===== src/rtl/pipe_hazard_ctrl.sv =====
// Hazard/forwarding controller for the 5-stage pipeline: tracks EX/MEM/WB destination
// metadata, drives EX bypass muxes, load-use stall, jump flush and debug counters.
module pipe_hazard_ctrl #(
    parameter int unsigned DATA_W = 16,
    parameter int unsigned REG_AW = 3,
    parameter int unsigned CNT_W  = 16
) (
    input  logic              clk,
    input  logic              reset,
    input  logic              id_valid,
    input  logic [REG_AW-1:0] id_src1,
    input  logic [REG_AW-1:0] id_src2,
    input  logic              id_use1,
    input  logic              id_use2,
    input  logic [REG_AW-1:0] id_dst,
    input  logic              id_wb,
    input  logic              id_mem_read,
    input  logic [DATA_W-1:0] id_rdata1,
    input  logic [DATA_W-1:0] id_rdata2,
    input  logic              ex_jump_taken,
    input  logic [DATA_W-1:0] mem_result,
    input  logic [DATA_W-1:0] wb_result,
    output logic              stall,
    output logic              flush,
    output logic [DATA_W-1:0] ex_op1,
    output logic [DATA_W-1:0] ex_op2,
    output logic [1:0]        fwd_sel1,
    output logic [1:0]        fwd_sel2,
    output logic              ex_valid,
    output logic              mem_valid,
    output logic              wb_valid,
    output logic [REG_AW-1:0] wb_dst,
    output logic              wb_we,
    output logic [CNT_W-1:0]  stall_cnt,
    output logic [CNT_W-1:0]  flush_cnt
);

    localparam logic [CNT_W-1:0] CNT_MAX = '1;

    typedef struct packed {
        logic              valid;
        logic [REG_AW-1:0] src1;
        logic [REG_AW-1:0] src2;
        logic              use1;
        logic              use2;
        logic [REG_AW-1:0] dst;
        logic              wb;
        logic              mem_read;
    } stage_t;

    stage_t            ex_q;
    stage_t            mem_q;
    stage_t            wb_q;
    logic [DATA_W-1:0] ex_rdata1_q;
    logic [DATA_W-1:0] ex_rdata2_q;
    logic              lu;
    logic              mem_fwd_ok;

    // Load in EX whose result the instruction in decode needs next cycle.
    always_comb begin
        lu = 1'b0;
        if (id_valid && ex_q.valid && ex_q.mem_read && ex_q.wb) begin
            lu = (id_use1 && (id_src1 == ex_q.dst)) || (id_use2 && (id_src2 == ex_q.dst));
        end
    end

    assign flush     = ex_jump_taken & ex_q.valid;
    assign stall     = lu & ~flush;
    assign ex_valid  = ex_q.valid;
    assign mem_valid = mem_q.valid;
    assign wb_valid  = wb_q.valid;
    assign wb_dst    = wb_q.dst;
    assign wb_we     = wb_q.valid & wb_q.wb;

    // A load sitting in MEM has no data yet, so it is never a bypass source.
    assign mem_fwd_ok = mem_q.valid & mem_q.wb & ~mem_q.mem_read;

    // Bypass selection; MEM is the younger producer and wins over WB.
    always_comb begin
        fwd_sel1 = 2'd0;
        ex_op1   = ex_rdata1_q;
        fwd_sel2 = 2'd0;
        ex_op2   = ex_rdata2_q;
        if (ex_q.use1 && mem_fwd_ok && (mem_q.dst == ex_q.src1)) begin
            fwd_sel1 = 2'd1;
            ex_op1   = mem_result;
        end else if (ex_q.use1 && wb_we && (wb_q.dst == ex_q.src1)) begin
            fwd_sel1 = 2'd2;
            ex_op1   = wb_result;
        end
        if (ex_q.use2 && mem_fwd_ok && (mem_q.dst == ex_q.src2)) begin
            fwd_sel2 = 2'd1;
            ex_op2   = mem_result;
        end else if (ex_q.use2 && wb_we && (wb_q.dst == ex_q.src2)) begin
            fwd_sel2 = 2'd2;
            ex_op2   = wb_result;
        end
    end

    // Stage shift; EX/MEM/WB always advance, only the ID->EX entry can become a bubble.
    always_ff @(posedge clk or posedge reset) begin
        if (reset) begin
            ex_q        <= '0;
            mem_q       <= '0;
            wb_q        <= '0;
            ex_rdata1_q <= '0;
            ex_rdata2_q <= '0;
            stall_cnt   <= '0;
            flush_cnt   <= '0;
        end else begin
            if (flush || stall || !id_valid) begin
                ex_q        <= '0;
                ex_rdata1_q <= '0;
                ex_rdata2_q <= '0;
            end else begin
                ex_q <= '{valid: 1'b1, src1: id_src1, src2: id_src2, use1: id_use1,
                          use2: id_use2, dst: id_dst, wb: id_wb, mem_read: id_mem_read};
                ex_rdata1_q <= id_rdata1;
                ex_rdata2_q <= id_rdata2;
            end
            mem_q <= ex_q;
            wb_q  <= mem_q;
            if (stall && (stall_cnt != CNT_MAX)) begin
                stall_cnt <= stall_cnt + CNT_W'(1);
            end
            if (flush && (flush_cnt != CNT_MAX)) begin
                flush_cnt <= flush_cnt + CNT_W'(1);
            end
        end
    end

    // Source fields of MEM/WB are kept for debug visibility but feed no logic.
    logic unused_stage_bits;
    assign unused_stage_bits = ^{mem_q.src1, mem_q.src2, mem_q.use1, mem_q.use2,
                                 wb_q.src1, wb_q.src2, wb_q.use1, wb_q.use2, wb_q.mem_read};

endmodule

===== config.mk =====
export PLATFORM = sky130hd
export DESIGN_NAME = pipe_hazard_ctrl
export DESIGN_NICKNAME = d
export VERILOG_FILES = /design/src/rtl/pipe_hazard_ctrl.sv
export SDC_FILE = /design/constraint.sdc
export NUM_CORES = 1
export LEC_CHECK = 0
export BUFFER_PORTS_ARGS = -buffer_cell sky130_fd_sc_hd__buf_2
export CORE_ASPECT_RATIO = 0.5
export CORE_MARGIN = 2
export CORE_UTILIZATION = 45
export CTS_CLUSTER_SIZE = 24
export DETAILED_ROUTE_END_ITERATION = 12
export PLACE_DENSITY = 0.74
export SETUP_SLACK_MARGIN = 0.4
export SLEW_MARGIN = 20
export SYNTH_ARGS = -nofsm -noshare
export SYNTH_HDL_FRONTEND = slang
export SYNTH_SLANG_ARGS = --single-unit

===== constraint.sdc =====
create_clock -name clk -period 6 [get_ports clk]
set_clock_uncertainty 0.1 [all_clocks]
set_input_delay 0 -clock clk [delete_from_list [all_inputs] [get_ports clk]]
set_output_delay 0 -clock clk [all_outputs]
set_load 0.02 [all_outputs]

# Word level (Yosys, flattened, before mapping)

Index checks and enable logic that the tools add are counted.

Register bits after elaboration: 89
Bits in latches: 0
Bits in writable memories: 0
ROM bits: 0
Input bits: 81
Output and inout port bits: 77
Word-level logic and storage cells: 67
Memories: 0

Add/sub/neg operators: 2
Multiply operators: 0
Divide/modulo/power cells: 0
$lt $le $gt $ge: 0
Equality and inequality tests: 8
Shift operators: 0
Muxes and demuxes: 12
Bitwise gates (word level): 7
Reductions and logical operators: 19

Operators by type and width:

| operator              | count |
|---|---|
| $mux 16               | 6 |
| $add 16x1->16 const B | 2 |
| $ne 16x16->1 const B  | 2 |
| $eq 3x3->1            | 6 |
| $logic_and 1x1->1     | 15 |
| $mux 14               | 1 |
| $mux 2                | 4 |
| $and 1x1->1           | 5 |
| $logic_or 1x1->1      | 3 |
| $not 1->1             | 2 |
| $logic_not 1->1       | 1 |
| $mux 1                | 1 |

# Logic depth before layout (Yosys ltp)

Depth after elaboration: 8
Mapped depth: 7
Mapped depth without buffers: 6

# Worst setup path before layout

No wires, ideal clock.

Kind: reg-to-reg
Start point: reg stall_cnt[0]
End point: reg stall_cnt[1]
Library setup time: 0.125 ns
Arrival: 1.756 ns
Required time: 5.775 ns
Path slack: 4.019 ns
Stages on the path, launching flop included: 7
Buffers on the path: 0
Cell sequence: dfrtp_1 ha_1 nand3_1 nor4_2 nand4_1 nand2_1 mux2_2

Cells in the longest elaborated chain, start to end: 2
Elaborated cells on any way between the ends: 3

Ends and longest elaborated chain:

| element                                                               | RTL line | text |
|---|---|---|
| from (decl)                                                           | 34       | `output logic [CNT_W-1:0] stall_cnt,` |
| from (signal assigned)                                                | 124      | `stall_cnt <= stall_cnt + CNT_W'(1);` |
| parallel branches: the longest is 2 deep, another holds $add 16x1->16 | --       |  |

Several ways; the timed one is not identified.
A chain may end at the register's enable or synchronous reset.

# Worst setup path in the final report

Ends and elaborated chain as after synthesis.

==> results.yml <==
outcome:
  outcome: "completed"
sta:
  final.setup.tns_ns: 0
  finalSetupViolations: 0
  fmaxAchievable_ghz: 0.402
  fin_crit_ns: 2.49
  slew_violations: 0
  max_slew_margin_pct: 48.0
  worst_pin_slew_ns: 0.780
  finalCritPeriodShare_pct: 41.4
  hold_viol: 0
  rsz0062_at_grt: "false"
synthesis:
  syn_area_per_cell_um2: 10.8
  netlist_area_um2: 4260
  synthAdderAreaFrac_pct: 0.588
  synth_top_family_by_area: "simple AND/OR/NAND/NOR gates"
  synth_cell_types: 39
  seq_area_frac_synth_pct: 52.3
  synth_flop_cell: "dfrtp_1"
  synth_edf_count: 0
  async_flop_share_pct: 100
  synth_compound_area_share_pct: 5.94
  synth_mux_area_share_pct: 8.94
  synth-simple-area-share_pct: 21.0
  ys_warn_count: 0
  ys_seq_elements: 89
  synth-xor-area-share_pct: 8.44
  synth_fp_nets: 478
  netlist_instances: 395
critical_path:
  crit_arrival_ns: 2.59
  crit_path_start_kind: "flop"
  path_max_fanout: 12
  critPathCaptureType: "flop"
  crit_type: "flop to flop"
  crit_required_ns: 6.11
clock_network:
  cts_made_buffers: 9
  cts.sinks: 89
  path_clk_slew_ns: 0.06
  cts_root_buffer: "clkbuf_16"
  clock_latency_ns: 0.32
  clockBufferDepth: 2
  post_cts_resized: 0
  htreeDepth: 3
  cts_tree: "built"
global_route:
  grt_first_pass_wirelength_um: 16300
  grt_util_all_layers_pct: 19.8
  grt_antenna_before_repair: 0
  grt_max_degree: 90
  grt_pass1_vias: 3485
  grt-ovfl-total: 0
routing:
  dr.first_iter.drc_count: 150
  drc: 0
  routed_wl_um: 10300
  antenna_left: 0
  viasPerCell: 4.95
  dr.pass1.iters: 4
  vias: 3588
  wl_per_cell_um: 14.2
power:
  leakage_nw: 3.04
  finalPower_mw: 1.48
  p_int_mw: 1.12
  swShare_pct: 24.4
  pwr-share-seq_pct: 45.3
  power_frac_comb_pct: 15.6
  clkPwrFrac_pct: 39.1
  p_sw_mw: 0.362
  p_per_area_nw_per_um2: 248
  ir_drop_mv: 0.215
place:
  dpl_cell_area_um2: 5150
  port_buffers: 157
  dp.cells: 660
  dp_hpwl_um: 6710
  gp_congestion: 0.804
floorplanning:
  initial_core_util_pct: 45.7
  io_pins: 158
  die_x_um: 142
  dieHeight_um: 72.8
  core_um2: 9320
  die-area_um2: 10300
  rows: 25
final_layout:
  final_util_pct: 64.0
  drive_gt1_share_pct: 32.0
  syn_to_final_growth_pct: 40.1
  fin_nets: 683
  finalNonFillerCells: 725
  stdcell_area_um2: 5960
  antenna_cells: 0
worst_hold_path:
  hold_path.class: "input pin to flop"
run:
  max_cap_violations: 0
[final cells by class]
| cell class | instances | area, um^2 |
|---|---|---|
| Fill cell | 779 | 3360 |
| Sequential cell | 89 | 2230 |
| Multi-Input combinational cell | 283 | 1920 |
| Timing Repair Buffer | 213 | 1340 |
| Clock buffer | 12 | 246 |
| Tap cell | 121 | 151 |
| Clock inverter | 3 | 65.1 |
| Inverter | 4 | 16.3 |
[through the flow]
step           hold WS [ns]  setup WS (ns)
2_1_floorplan        0.0286           3.59
3_3_place_gp          0.107           3.66
3_5_place_dp          0.110           3.58
4_1_cts              0.0565           3.57
5_1_grt              0.0992           3.36
6_report             0.0656           3.51
[cells by family (layout without fill, tap and decap cells)]
family          count (synthesis)  after routing
simple gates                  159            159
flops                          89             89
compound gates                 44             44
xor+xnor                       41             41
mux                            37             37
buf+inv                        23            232
fa+ha+maj                       2              2
[Yosys cell counts (3+ instances only)]
cell type | n | share of area, %
dfrtp_1 | 89 | 52
a31oi_1 | 3 | 0.44
buf_2 | 5 | 0.59
nor3_1 | 5 | 0.59
buf_4 | 3 | 0.53
nand2_1 | 11 | 0.97
xor2_1 | 18 | 3.7
nor2b_1 | 3 | 0.44
and3_1 | 10 | 1.5
mux2i_1 | 32 | 7.5
nand4_1 | 11 | 1.6
mux2_2 | 4 | 1.1
nor2_1 | 38 | 3.4
inv_1 | 4 | 0.35
and2_1 | 49 | 7.2
a21oi_1 | 34 | 4.0
nand3_1 | 19 | 2.2
clkbuf_1 | 9 | 0.79
xnor2_1 | 23 | 4.7
[path summary, 6_finish.rpt]
kind | cells past startpoint | slack, ns | end | from
worst min-delay path | 4 | 0.07 | flush_cnt[0]$_DFFE_PP0P_ | ex_jump_taken
worst max-delay path | 6 | 3.51 | stall_cnt[1]$_DFFE_PP0P_ | stall_cnt[0]$_DFFE_PP0P_
max in group asynchronous | 4 | 4.92 | ex_rdata2_q[6]$_DFF_PP0_ | reset
worst min register to register | 0 | 0.28 | wb_q[1]$_DFF_PP0_ | mem_q[1]$_DFF_PP0_
worst max register to register | 6 | 3.51 | stall_cnt[1]$_DFFE_PP0P_ | stall_cnt[0]$_DFFE_PP0P_
min in group asynchronous | 4 | 0.37 | stall_cnt[11]$_DFFE_PP0P_ | reset
[what timing repair did]
item / in CTS / in global routing
hold buffers: 50 / 0
setup buffers: 0 / 0
endpoints found under the hold margin: 135 / 0
[registers in the layout, indices dropped and copies added, names as in the netlist]
register / cells
ex_rdata1_q: 16
ex_rdata2_q: 16
flush_cnt: 16
stall_cnt: 16
ex_q: 13
mem_q: 5
wb_dst: 3
ex_valid: 1
mem_valid: 1
wb_q: 1
wb_valid: 1
[critical path, cell delays in order (launching register included)]
cell	delay, ns
dfrtp_1	0.40
ha_1	0.23
nand3_1	0.13
nor4_2	0.36
nand4_1	0.51
nand2_1	0.29
mux2_2	0.35
[placed cells by master, fill, tap and decap left out, types with 2 or more instances in the layout]
cell type	n
nand2_1	11
nor3b_1	2
dlygate4sd3_1	50
xnor2_1	23
nand4_1	11
clkbuf_1	2
nor2b_1	3
nor3_1	5
a21oi_1	34
nor4_2	3
and3_1	10
a41oi_1	2
mux2_2	4
buf_4	5
clkbuf_16	9
and2_1	49
inv_1	3
xor2_1	18
nand3_1	19
clkinv_2	2
dfrtp_1	89
mux2i_1	32
bufinv_16	2
nor2_1	38
a31oi_1	3
buf_2	157
ha_1	2
[power by group through the flow]
| stage | logic (mW) | registers [mW] | clock network (mW) |
|---|---|---|---|
| 2_1_floorplan | 0.102 | 0.698 | 0 |
| 3_3_place_gp | 0.200 | 0.680 | 0 |
| 3_5_place_dp | 0.203 | 0.682 | 0 |
| 4_1_cts | 0.230 | 0.671 | 0.594 |
| 5_1_grt | 0.250 | 0.677 | 0.622 |
| 6_report | 0.231 | 0.671 | 0.579 |
[metal layers]
layer  up-vias  routed length (um)  GRT usage [%]  share of wire (%)
met5         -                   0              0                  0
met1      1716                4410           24.1                 43
met2        96                5280           36.5                 51
met3        21                 404           3.48                3.9
met4         0                 197           6.44                1.9
li1       1755                   -              -                  -
Note: power is estimated with default switching activity, not from simulation.
